File: src/rtl/mem_access_initiator.sv
// Load/store initiator for a byte-addressed, big-endian data memory port.
// Aligned accesses take one memory cycle; misaligned ones are split into byte cycles.
module mem_access_initiator #(
  parameter int MEM_BYTES   = 256,
  parameter bit ALLOW_SPLIT = 1'b1
) (
  input  logic        clk,
  input  logic        reset,
  input  logic        req_valid,
  output logic        req_ready,
  input  logic        req_rw,
  input  logic [1:0]  req_size,
  input  logic        req_signed,
  input  logic [31:0] req_addr,
  input  logic [31:0] req_wdata,
  output logic        rsp_valid,
  output logic [31:0] rsp_rdata,
  output logic        rsp_err,
  output logic [31:0] mem_A,
  output logic [31:0] mem_DI,
  input  logic [31:0] mem_DO,
  output logic [1:0]  mem_Size,
  output logic        mem_RW,
  output logic        mem_E
);

  typedef enum logic [1:0] {IDLE = 2'b00, XFER = 2'b01, SPLIT = 2'b10, RESP = 2'b11} state_t;

  localparam logic [32:0] MEM_LIMIT = 33'(MEM_BYTES);

  function automatic logic [2:0] nbytes(input logic [1:0] size);
    case (size)
      2'b00:   nbytes = 3'd1;
      2'b01:   nbytes = 3'd2;
      default: nbytes = 3'd4;
    endcase
  endfunction

  function automatic logic [31:0] extend(input logic [31:0] raw, input logic [1:0] size, input logic sgn);
    case (size)
      2'b00:   extend = {{24{sgn & raw[7]}}, raw[7:0]};
      2'b01:   extend = {{16{sgn & raw[15]}}, raw[15:0]};
      default: extend = raw;
    endcase
  endfunction

  // Byte k of an n-byte store, counted from the most significant end.
  function automatic logic [7:0] split_byte(input logic [31:0] wdata, input logic [1:0] size, input logic [1:0] k);
    logic [1:0] idx;
    idx = 2'(nbytes(size) - 3'd1 - {1'b0, k});
    split_byte = 8'(wdata >> {idx, 3'b000});
  endfunction

  state_t      state_q, state_d;
  logic        rw_q, rw_d, sgn_q, sgn_d, err_q, err_d;
  logic [1:0]  size_q, size_d, k_q, k_d;
  logic [31:0] addr_q, addr_d, wdata_q, wdata_d;
  logic [23:0] acc_q, acc_d;
  logic [31:0] raw_s;

  logic        req_ready_q, req_ready_d, rsp_valid_q, rsp_valid_d, rsp_err_q, rsp_err_d;
  logic [31:0] rsp_rdata_q, rsp_rdata_d, mem_a_q, mem_a_d, mem_di_q, mem_di_d;
  logic [1:0]  mem_size_q, mem_size_d;
  logic        mem_rw_q, mem_rw_d, mem_e_q, mem_e_d;

  logic [2:0]  req_n_s, cur_n_s;
  logic [32:0] req_end_s;
  logic        req_misal_s;

  assign req_n_s     = nbytes(req_size);
  assign cur_n_s     = nbytes(size_q);
  assign req_end_s   = {1'b0, req_addr} + {30'd0, req_n_s};
  assign req_misal_s = ((req_size == 2'b01) && req_addr[0]) || ((req_size == 2'b10) && (req_addr[1:0] != 2'b00));

  always_comb begin
    state_d = state_q;
    rw_d    = rw_q;
    size_d  = size_q;
    sgn_d   = sgn_q;
    addr_d  = addr_q;
    wdata_d = wdata_q;
    k_d     = k_q;
    acc_d   = acc_q;
    err_d   = err_q;
    raw_s   = 32'd0;
    case (state_q)
      IDLE: begin
        if (req_valid && req_ready_q) begin
          rw_d    = req_rw;
          size_d  = req_size;
          sgn_d   = req_signed;
          addr_d  = req_addr;
          wdata_d = req_wdata;
          k_d     = 2'd0;
          acc_d   = 24'd0;
          if ((req_size == 2'b11) || (req_end_s > MEM_LIMIT)) begin
            state_d = RESP;
            err_d   = 1'b1;
          end else if (!req_misal_s) begin
            state_d = XFER;
            err_d   = 1'b0;
          end else if (ALLOW_SPLIT) begin
            state_d = SPLIT;
            err_d   = 1'b0;
          end else begin
            state_d = RESP;
            err_d   = 1'b1;
          end
        end else begin
          state_d = IDLE;
        end
      end
      XFER: begin
        raw_s   = mem_DO;
        state_d = RESP;
      end
      SPLIT: begin
        acc_d = {acc_q[15:0], mem_DO[7:0]};
        raw_s = {acc_q, mem_DO[7:0]};
        if ({1'b0, k_q} == (cur_n_s - 3'd1)) begin
          state_d = RESP;
        end else begin
          k_d     = k_q + 2'd1;
          state_d = SPLIT;
        end
      end
      RESP:    state_d = IDLE;
      default: state_d = IDLE;
    endcase
  end

  // Registered outputs decoded from the upcoming state and captured request.
  always_comb begin
    mem_a_d    = 32'd0;
    mem_di_d   = 32'd0;
    mem_size_d = 2'b00;
    mem_rw_d   = 1'b0;
    mem_e_d    = 1'b0;
    case (state_d)
      XFER: begin
        mem_a_d    = addr_d;
        mem_di_d   = wdata_d;
        mem_size_d = size_d;
        mem_rw_d   = rw_d;
        mem_e_d    = rw_d;
      end
      SPLIT: begin
        mem_a_d    = addr_d + {30'd0, k_d};
        mem_di_d   = {24'd0, split_byte(wdata_d, size_d, k_d)};
        mem_size_d = 2'b00;
        mem_rw_d   = rw_d;
        mem_e_d    = rw_d;
      end
      default: begin
        mem_a_d = 32'd0;
      end
    endcase
    req_ready_d = (state_d == IDLE);
    rsp_valid_d = (state_d == RESP);
    rsp_err_d   = (state_d == RESP) && err_d;
    if ((state_d == RESP) && !err_d && !rw_d) begin
      rsp_rdata_d = extend(raw_s, size_d, sgn_d);
    end else begin
      rsp_rdata_d = 32'd0;
    end
  end

  // All state, capture and output registers with synchronous reset.
  always_ff @(posedge clk) begin
    if (reset) begin
      state_q     <= IDLE;
      rw_q        <= 1'b0;
      size_q      <= 2'b00;
      sgn_q       <= 1'b0;
      addr_q      <= 32'd0;
      wdata_q     <= 32'd0;
      k_q         <= 2'd0;
      acc_q       <= 24'd0;
      err_q       <= 1'b0;
      req_ready_q <= 1'b1;
      rsp_valid_q <= 1'b0;
      rsp_err_q   <= 1'b0;
      rsp_rdata_q <= 32'd0;
      mem_a_q     <= 32'd0;
      mem_di_q    <= 32'd0;
      mem_size_q  <= 2'b00;
      mem_rw_q    <= 1'b0;
      mem_e_q     <= 1'b0;
    end else begin
      state_q     <= state_d;
      rw_q        <= rw_d;
      size_q      <= size_d;
      sgn_q       <= sgn_d;
      addr_q      <= addr_d;
      wdata_q     <= wdata_d;
      k_q         <= k_d;
      acc_q       <= acc_d;
      err_q       <= err_d;
      req_ready_q <= req_ready_d;
      rsp_valid_q <= rsp_valid_d;
      rsp_err_q   <= rsp_err_d;
      rsp_rdata_q <= rsp_rdata_d;
      mem_a_q     <= mem_a_d;
      mem_di_q    <= mem_di_d;
      mem_size_q  <= mem_size_d;
      mem_rw_q    <= mem_rw_d;
      mem_e_q     <= mem_e_d;
    end
  end

  assign req_ready = req_ready_q;
  assign rsp_valid = rsp_valid_q;
  assign rsp_err   = rsp_err_q;
  assign rsp_rdata = rsp_rdata_q;
  assign mem_A     = mem_a_q;
  assign mem_DI    = mem_di_q;
  assign mem_Size  = mem_size_q;
  assign mem_RW    = mem_rw_q;
  assign mem_E     = mem_e_q;

endmodule

File: config.mk
export PLATFORM = sky130hd
export DESIGN_NAME = mem_access_initiator
export DESIGN_NICKNAME = d
export VERILOG_FILES = /design/src/rtl/mem_access_initiator.sv
export SDC_FILE = /design/constraint.sdc
export NUM_CORES = 1
export LEC_CHECK = 0
export BUFFER_PORTS_ARGS = -buffer_cell sky130_fd_sc_hd__buf_4
export CORE_MARGIN = 2
export CORE_UTILIZATION = 40
export CTS_BUF_LIST = sky130_fd_sc_hd__clkbuf_4
export DETAILED_ROUTE_END_ITERATION = 12
export PLACE_DENSITY = 0.61
export SYNTH_ARGS = -nofsm -noshare
export SYNTH_HDL_FRONTEND = slang
export SYNTH_SLANG_ARGS = --single-unit
File: constraint.sdc
create_clock -name clk -period 4.8 [get_ports clk]
set_input_delay 0.96 -clock clk [delete_from_list [all_inputs] [get_ports clk]]
set_output_delay 0.96 -clock clk [all_outputs]
set_load 0.03 [all_outputs]
Word-level counts from Yosys, hierarchy flattened

Index checks and enable logic that the tools add are counted.

$add $sub $neg: 6
$lt $le $gt $ge: 1
Equal/unequal tests: 13
Shift operators: 1
Muxes and demuxes: 31
Bitwise operators: 5
Reduce and logical (&&, ||, !) cells: 22

Operators with widths:

| cell                  | number |
|---|---|
| $pmux W32 S2          | 4 |
| $mux W32              | 4 |
| $pmux W24 S2          | 1 |
| $add A32 B3 Y33       | 1 |
| $gt A33 B9 Y1 const B | 1 |
| $add A32 B2 Y32       | 1 |
| $shr A32 B5 Y8        | 1 |
| $mux W24              | 1 |
| $mux W2               | 8 |
| $eq A2 B2 Y1 const B  | 6 |
| $pmux W3 S2           | 2 |
| $eq A2 B1 Y1 const B  | 5 |
| $logic_not A2 Y1      | 5 |
| $mux W1               | 8 |
| $pmux W2 S2           | 2 |
| $pmux W2 S4           | 1 |
| $reduce_or A2 Y1      | 4 |
| $logic_and A1 B1 Y1   | 6 |
| $reduce_bool A2 Y1    | 2 |
| $eq A2 B3 Y1          | 1 |
| $not A1 Y1            | 3 |
| $sub A3 B1 Y3 const B | 1 |
| $add A2 B1 Y2 const B | 1 |
| $and A1 B1 Y1         | 2 |
| 6 further kinds       | 8 |

Register bits: 199
Output and inout port bits: 103

Logic depth before layout (Yosys ltp)

Gate-level depths: netlist of run 1.

Word-level depth: 14
Gate-level depth with buffers: 19
Depth with buffers taken out: 17

Worst setup path before layout of run 1

No wires, ideal clock.

Path kind: input to register
Start point: input req_valid
End point: register mem_a_q[30] (netlist: mem_A[30])
Arrival time: 4.309 ns
Required time: 4.666 ns
Setup slack: 0.357 ns
Stages on the path: 17
Path buffers: 5
Path through: and3_1 buf_2 buf_6 buf_2 buf_2 buf_1 mux2i_1 inv_1 ha_1 inv_1 fa_1 nor3_1 nand3_1 nor4_2 nand3b_1 xnor2_1 o22ai_1

Word-level cells in the longest chain between the ends: 5

Ends and longest elaborated chain:

| what                 | line | RTL |
|---|---|---|
| start, declared      | 9    | `input logic req_valid,` |
| $logic_and A1 B1 Y1  | 88   | `if (req_valid && req_ready_q) begin` |
| $mux W32             | 88   |  |
| $mux W32             | 86   | `case (state_q)` |
| net addr_d[0]        | 57   | `logic [31:0] addr_q, addr_d, wdata_q, wdata_d;` |
| $add A32 B2 Y32      | 148  | `mem_a_d = addr_d + {30'd0, k_d};` |
| $pmux W32 S2         | 139  | `case (state_d)` |
| end signal, assigned | 203  | `mem_a_q <= mem_a_d;` |
| end, declared        | 62   | `logic [31:0] rsp_rdata_q, rsp_rdata_d, mem_a_q, mem_a_d, mem_di_q, mem_di_d;` |

The timed path passes the listed nets, and every way through them passes these cells.
A chain may end at the register's enable or synchronous reset.

Worst setup path in the final report of run 1

Start point: input req_size[1]
End point: register mem_di_q[1] (netlist: mem_DI[1])

Word-level cells in the longest chain between the ends: 10

Ends and longest elaborated chain:

| what                                             | line   | RTL |
|---|---|---|
| start, declared                                  | 12     | `input logic [1:0] req_size,` |
| $eq A2 B1 Y1 or $logic_not A2 Y1 (tied branches) | 32, 73 |  |
| $pmux W3 S2                                      | 32     | `case (size)` |
| $add A32 B3 Y33                                  | 72     | `assign req_end_s = {1'b0, req_addr} + {30'd0, req_n_s};` |
| $gt A33 B9 Y1                                    | 96     | `if ((req_size == 2'b11) \|\| (req_end_s > MEM_LIMIT)) begin` |
| $logic_or A1 B1 Y1                               | 96     |  |
| $mux W2 *                                        | 96     |  |
| $mux W2 *                                        | 88     |  |
| $pmux W2 S4 *                                    | 86     |  |
| net state_d[1]                                   | 54     | `state_t state_q, state_d;` |
| $eq A2 B2 Y1 or $eq A2 B1 Y1 (tied branches)     | 139    |  |
| $pmux W32 S2 *                                   | 139    |  |
| end signal, assigned                             | 204    | `mem_di_q <= mem_di_d;` |
| end, declared                                    | 62     |  |

The timed path passes the listed nets; every way through them passes the cells marked *. The select of a mux whose other input is x is not followed.

==> flow_metrics.tcl, run 1 <==
set metrics [dict create \
    status "completed" \
    cts_root_buf "clkbuf_4" \
    antenna_found_initial 2 \
    cts_made_buffers 17 \
    synth_top_flop_cell "dfxtp_1" \
    hold_start "acc_q[22]$_SDFFE_PP0P_" \
    route.detailed.drc 0 \
    synth-edff-count 0 \
    cts_tree "done" \
    crit_type "in -> reg" \
    worstSetupEndpointType "flop" \
    clkTransAtPathRegs_ps 170 \
    place_congestion 0.891 \
    overflow 0 \
    hold_viol 0 \
    die_w_um 152 \
    start_util_pct 40.4 \
    crit_fanout 8 \
    syn_area_per_cell_um2 9.12 \
    async_flop_share_pct 0 \
    dr.first_iter.drc_count 319 \
    ys_ff_latch 199 \
    regArea_um2 3980 \
    clk_latency_ps 580 \
    tns_ps 0 \
    r2r-end "mem_A[30]$_SDFF_PP0_" \
    syn_inst 962 \
    die-height_um 152 \
    dp_hpwl_mm 17.1 \
    p_per_area_nw_per_um2 383 \
    drive_gt1_share_pct 25.5 \
    fp-row-count 54 \
    io_buffers 205 \
    syn_area_um2 8770 \
    cp_data_required_time_ps 5290 \
    cts_setup_buffers 0 \
    fmax_ghz 0.234 \
    multi_input_area_um2 4500 \
    postPlaceCellArea_um2 10600 \
    post-route-min-period_ps 4280 \
    post-route-cell-area_um2 11000 \
    ctsResizeCount 0 \
    power.total_mw 4.20 \
    rr_startpoint "size_q[1]$_SDFF_PP0_" \
    ctsHoldBuffers 0 \
    p_int_mw 2.68 \
    nFillCells 2135 \
    vias 7456 \
    drv_slew 0 \
    swShare_pct 36.3 \
    core_um2 21700 \
    clockBufferDepth 2 \
    yosysSeqAreaShare_pct 45.4 \
    p_sw_mw 1.52 \
    synth_cell_types 64 \
    syn_nets 1081 \
    final_util_pct 50.6 \
    cap_violations 0 \
    track_usage_pct 19.7 \
    comb_power_share_pct 33.1 \
    setup_viol 0 \
    min_to "acc_q[22]$_SDFFE_PP0P_" \
    worst_pin_slew_ps 978 \
    grt_pass1_vias 6957 \
    seqPwrFrac_pct 43.6 \
    nets 1271 \
    ir_drop_uv 189 \
    viasPerCell 5.15 \
    cpPeakStageDelay_ps 400 \
    antenna_left 0 \
    rsz0062_at_grt "false" \
    drt_wl_total_mm 23.3 \
    ios 206 \
    drt_first_pass_iters 5 \
    grt_pass1_wl_mm 37.0 \
    crit_chain "buf_4 -> nor2_1 -> ha_1 -> fa_1 -> a21oi_1 -> nor3_1 -> mux2_2 -> o2111ai_1 -> nor4bb_1 -> nand4_2 -> o31a_1 -> nand2b_1 -> ha_1 -> nor2_1 -> nand3_1 -> o221ai_1" \
    routedWlPerCell_um 16.1 \
    crit_slowest_cell "fa_1" \
    clkPwrFrac_pct 23.3 \
    htreeDepth 4 \
    hold_class "reg -> reg" \
    reg2reg_depth 17 \
    rrSetupSlack_ps 870 \
    p_leak_nw 4.58 \
    grt_max_degree 57 \
    hold_depth 2 \
    cp_data_arrival_time_ps 4770 \
    skew_ps 26.4 \
    ys.warnings.count 0 \
    fin_crit_sh_pct 89.1 \
    die_area_um2 23100 \
    syn_to_final_growth_pct 25.2 \
    clock-sinks 199 \
    relSlewSlack_pct 34.5 \
    cp-start-kind "input port" \
]
-- registers in the layout, summed over array words and instances, names as in the netlist --
register	cells
mem_Size	2
mem_E	1
rsp_valid	1
req_ready	1
rsp_rdata	32
addr_q	32
size_q	2
rw_q	1
sgn_q	1
mem_DI	32
k_q	2
err_q	1
mem_A	32
state_q	2
acc_q	24
rsp_err	1
wdata_q	32
-- worst max-delay path, delay by kind of cell --
| family | cells | cell delay, ps |
|---|---|---|
| and+or+nand+nor | 7 | 1480 |
| adders and majority gates | 3 | 920 |
| buffers and inverters | 1 | 120 |
| muxes | 1 | 230 |
| AOI/OAI and AO/OA | 4 | 1050 |
-- cell usage in the layout, fill, tap and decap left out, types with 3 or more instances in the layout --
master      n
buf_4     228
dfxtp_1   199
nor2_1    138
mux2i_1    92
nand2_1    59
a21oi_1    45
nand3_1    41
o21ai_0    31
and2_1     27
a22oi_1    26
xnor2_1    22
o22ai_1    21
xor2_1     20
clkbuf_4   17
inv_1      16
nor3_1     15
ha_1       13
mux2_2     12
nor2b_1    11
and3_1     10
nand4_1    10
o221ai_1    8
nand2b_1    7
or3_1       7
nor4_1      6
nand3b_1    5
or2_2       4
o21a_1      4
a211oi_1    4
nor3b_1     3
a31oi_1     3
or4_1       3
inv_8       3
clkinv_8    3
inv_6       3
-- synthesized netlist by cell type, types with 14 or more instances --
cell type / count / area (µm²)
a21oi_1: 46 / 230
a22oi_1: 26 / 195
and2_1: 27 / 169
clkbuf_1: 40 / 150
dfxtp_1: 199 / 3980
ha_1: 14 / 175
inv_1: 16 / 60.1
mux2i_1: 92 / 921
nand2_1: 60 / 225
nand3_1: 42 / 210
nor2_1: 138 / 518
nor3_1: 15 / 75.1
o21ai_0: 31 / 155
o22ai_1: 21 / 131
xnor2_1: 23 / 201
xor2_1: 20 / 175
-- final cells by class --
type                       count  share of cell area (%)
antenna                        2                  0.0456
multi-input combinational    688                    41.0
clock buffer                  17                    1.16
sequential                   199                    36.3
timing repair buffer         230                    15.9
tap                          280                    3.19
inverter                      16                   0.547
clock inverter                15                    1.88
-- kinds of logic after synthesis --
logic type	share of synthesized area (%)
xor gates and xnor gates	4.29
AOI/OAI and AO/OA	12.0
buffers and inverters	3.58
DFF	45.4
and+or+nand+nor	20.2
muxes	12.0
adders and majority gates	2.45
-- through the flow --
stage | std cells | hold slack [ps] | setup WS (ps)
after floorplan | 962 | 432 | 357
after global placement | 1413 | 445 | 53.1
after detailed placement | 1413 | 448 | -114
after CTS | 1445 | 469 | 547
after global routing | 1447 | 492 | 197
final | 1447 | 465 | 523
-- power groups by stage --
stage / combinational, mW / sequential, mW / clock (mW)
after CTS: 1.40 / 1.83 / 1.02
final: 1.39 / 1.83 / 0.980
after detailed placement: 1.40 / 1.87 / 0
after global routing: 1.51 / 1.85 / 1.08
after floorplan: 0.887 / 1.95 / 0
after global placement: 1.39 / 1.87 / 0
-- layer usage --
layer	vias to the layer above	track usage [%]	share of wire, %
met5	-	0	0
met4	0	5.21	1.2
met3	20	4.88	5.5
met2	191	31.9	47
met1	3512	26.4	46
li1	3733	-	-
-- worst max path at each step --
stage	depth (start not counted)	endpoint	startpoint	slack, ps
after global routing	15	mem_DI[1]$_SDFF_PP0_	req_size[0]	200
after floorplan	17	mem_A[30]$_SDFF_PP0_	req_valid	360
after global placement	16	mem_DI[6]$_SDFF_PP0_	req_size[1]	50
after CTS	16	mem_DI[7]$_SDFF_PP0_	req_size[1]	550
after detailed placement	16	mem_DI[7]$_SDFF_PP0_	req_size[1]	-110
final	16	mem_DI[1]$_SDFF_PP0_	req_size[1]	520
Note: power is estimated with default switching activity, not from simulation.
==> run 2, diff against run 1 <==
--- a/config.mk
+++ b/config.mk
@@ -11,6 +11,7 @@
 export CTS_BUF_LIST = sky130_fd_sc_hd__clkbuf_4
 export DETAILED_ROUTE_END_ITERATION = 12
 export PLACE_DENSITY = 0.61
+export RECOVER_POWER = 25
 export SYNTH_ARGS = -nofsm -noshare
 export SYNTH_HDL_FRONTEND = slang
 export SYNTH_SLANG_ARGS = --single-unit
==> run 2 against run 1 <==
Register-to-register slack about the same. Clock skew decreased by 1.4 ps. Count of clock-buffer cells in the layout unchanged. Via count decreased by 0.30%. Cell count unchanged. Total power decreased by 0.58%. Critical path depth unchanged. Flip-flop and latch count unchanged. Maximum frequency decreased by 0.19%. Die area unchanged. Non-clock buffer count unchanged. Critical endpoint is now mem_DI[7]$_SDFF_PP0_.
==> flow_metrics.tcl, run 2 (synthesis gave the netlist of run 1 again) <==
set metrics [dict create \
    die_w_um 152 \
    p_int_mw 2.65 \
    clk_latency_ps 580 \
    drt_first_pass_iters 4 \
    hold_class "reg -> reg" \
    clkPwrFrac_pct 23.5 \
    seqPwrFrac_pct 43.8 \
    cts_made_buffers 17 \
    multi_input_area_um2 4490 \
    hold_ws_ps 467 \
    power.total_mw 4.18 \
    drive_gt1_share_pct 20.3 \
    cp-start-kind "input port" \
    status "completed" \
    start_util_pct 40.4 \
    final_util_pct 49.6 \
    core_um2 21700 \
    dr.first_iter.drc_count 267 \
    rsz0062_at_grt "false" \
    crit_slowest_cell "fa_1" \
    ios 206 \
    relSlewSlack_pct 32.4 \
    drv_slew 0 \
    regArea_um2 3980 \
    die_area_um2 23100 \
    comb_power_share_pct 32.7 \
    ctsResizeCount 0 \
    postPlaceCellArea_um2 10600 \
    place_inst 1413 \
    cp_data_required_time_ps 5310 \
    crit_chain "buf_4 -> nor2_1 -> ha_1 -> fa_1 -> a21oi_1 -> nor3_1 -> mux2_2 -> o2111ai_1 -> nor4bb_1 -> nand4_2 -> o31a_1 -> nand2b_1 -> ha_1 -> nor2_1 -> nand3_1 -> o221ai_1" \
    cp.buffers_inverters 1 \
    clkTransAtPathRegs_ps 180 \
    die-height_um 152 \
    cap_violations 0 \
    post-route-min-period_ps 4290 \
    post-route-cell-area_um2 10800 \
    cpPeakStageDelay_ps 400 \
    fin_crit_sh_pct 89.3 \
    cts_setup_buffers 0 \
    syn_to_final_growth_pct 22.6 \
    cts_root_buf "clkbuf_4" \
    place_congestion 0.891 \
    overflow 0 \
    fmax_ghz 0.233 \
    crit_fanout 8 \
    antenna_found_initial 2 \
    grt_pass1_wl_mm 37.0 \
    drt_wl_total_mm 23.4 \
    cts_tree "done" \
    clock-sinks 199 \
    route.detailed.drc 0 \
    hold_viol 0 \
    crit_type "in -> reg" \
    layout_common_cells "dfxtp_1, buf_4, nor2_1" \
    antenna_left 0 \
    io_buffers 205 \
    nFillCells 2173 \
    ir_drop_uv 189 \
    htreeDepth 4 \
    setup_viol 0 \
    fin_ws_ps 515 \
    dp_hpwl_mm 17.1 \
    track_usage_pct 19.7 \
    fp-row-count 54 \
    routedWlPerCell_um 16.2 \
    swShare_pct 36.5 \
    ctsHoldBuffers 0 \
    cp_data_arrival_time_ps 4800 \
    place_ws_ps -114 \
    viasPerCell 5.14 \
    grt_pass1_vias 6957 \
    crit_family "simple AND/OR/NAND/NOR gates" \
    skew_ps 25.0 \
    p_leak_nw 4.33 \
    worstSetupEndpointType "flop" \
    grt_max_degree 57 \
    vias 7434 \
    worst_pin_slew_ps 1010 \
    clockBufferDepth 2 \
    tns_ps 0 \
    mostFrequentLayoutCell "dfxtp_1" \
    p_per_area_nw_per_um2 389 \
    fin_cells 1447 \
    nets 1271 \
    p_sw_mw 1.53 \
]
## run 2: cell type report
class / instances / share of cell area [%]
antenna: 2 / 0.0465
clock buffer: 17 / 1.19
sequential: 199 / 37.0
tap: 280 / 3.26
clock inverter: 15 / 1.92
timing repair buffer: 230 / 14.3
multi-input combinational: 688 / 41.7
inverter: 16 / 0.558
## run 2: path summary, 6_finish.rpt
check                           endpoint  slack (ps)  cells after the start                    from
setup / recovery    mem_DI[7]$_SDFF_PP0_         510                     16             req_size[1]
hold / removal    acc_q[22]$_SDFFE_PP0P_         470                      2  acc_q[22]$_SDFFE_PP0P_
setup reg to reg    mem_A[30]$_SDFF_PP0_         860                     17    size_q[1]$_SDFF_PP0_
hold reg to reg   acc_q[22]$_SDFFE_PP0P_         470                      2  acc_q[22]$_SDFFE_PP0P_
## run 2: routing by layer
| layer | vias to the layer above | share of wire (%) | track usage (%) |
|---|---|---|---|
| met2 | 190 | 47 | 31.9 |
| met1 | 3488 | 46 | 26.4 |
| met3 | 20 | 5.6 | 4.88 |
| li1 | 3736 | - | - |
| met5 | - | 0 | 0 |
| met4 | 0 | 1.2 | 5.21 |
## run 2: power groups by stage
stage	Sequential, mW	Combinational [mW]	Clock [mW]
after floorplan	1.95	0.887	0
after global placement	1.87	1.39	0
after detailed placement	1.87	1.40	0
after CTS	1.83	1.40	1.02
after global routing	1.84	1.49	1.08
final	1.83	1.37	0.983
## run 2: worst register-to-register path, delay by kind of cell, from the launching register on
family | cells | cell delay [ps]
AND/OR/NAND/NOR | 6 | 1470
adder cells (fa/ha/maj) | 3 | 980
AO/OA/AOI/OAI | 2 | 230
flip-flops | 1 | 390
XOR/XNOR | 3 | 450
buffers and inverters | 3 | 320
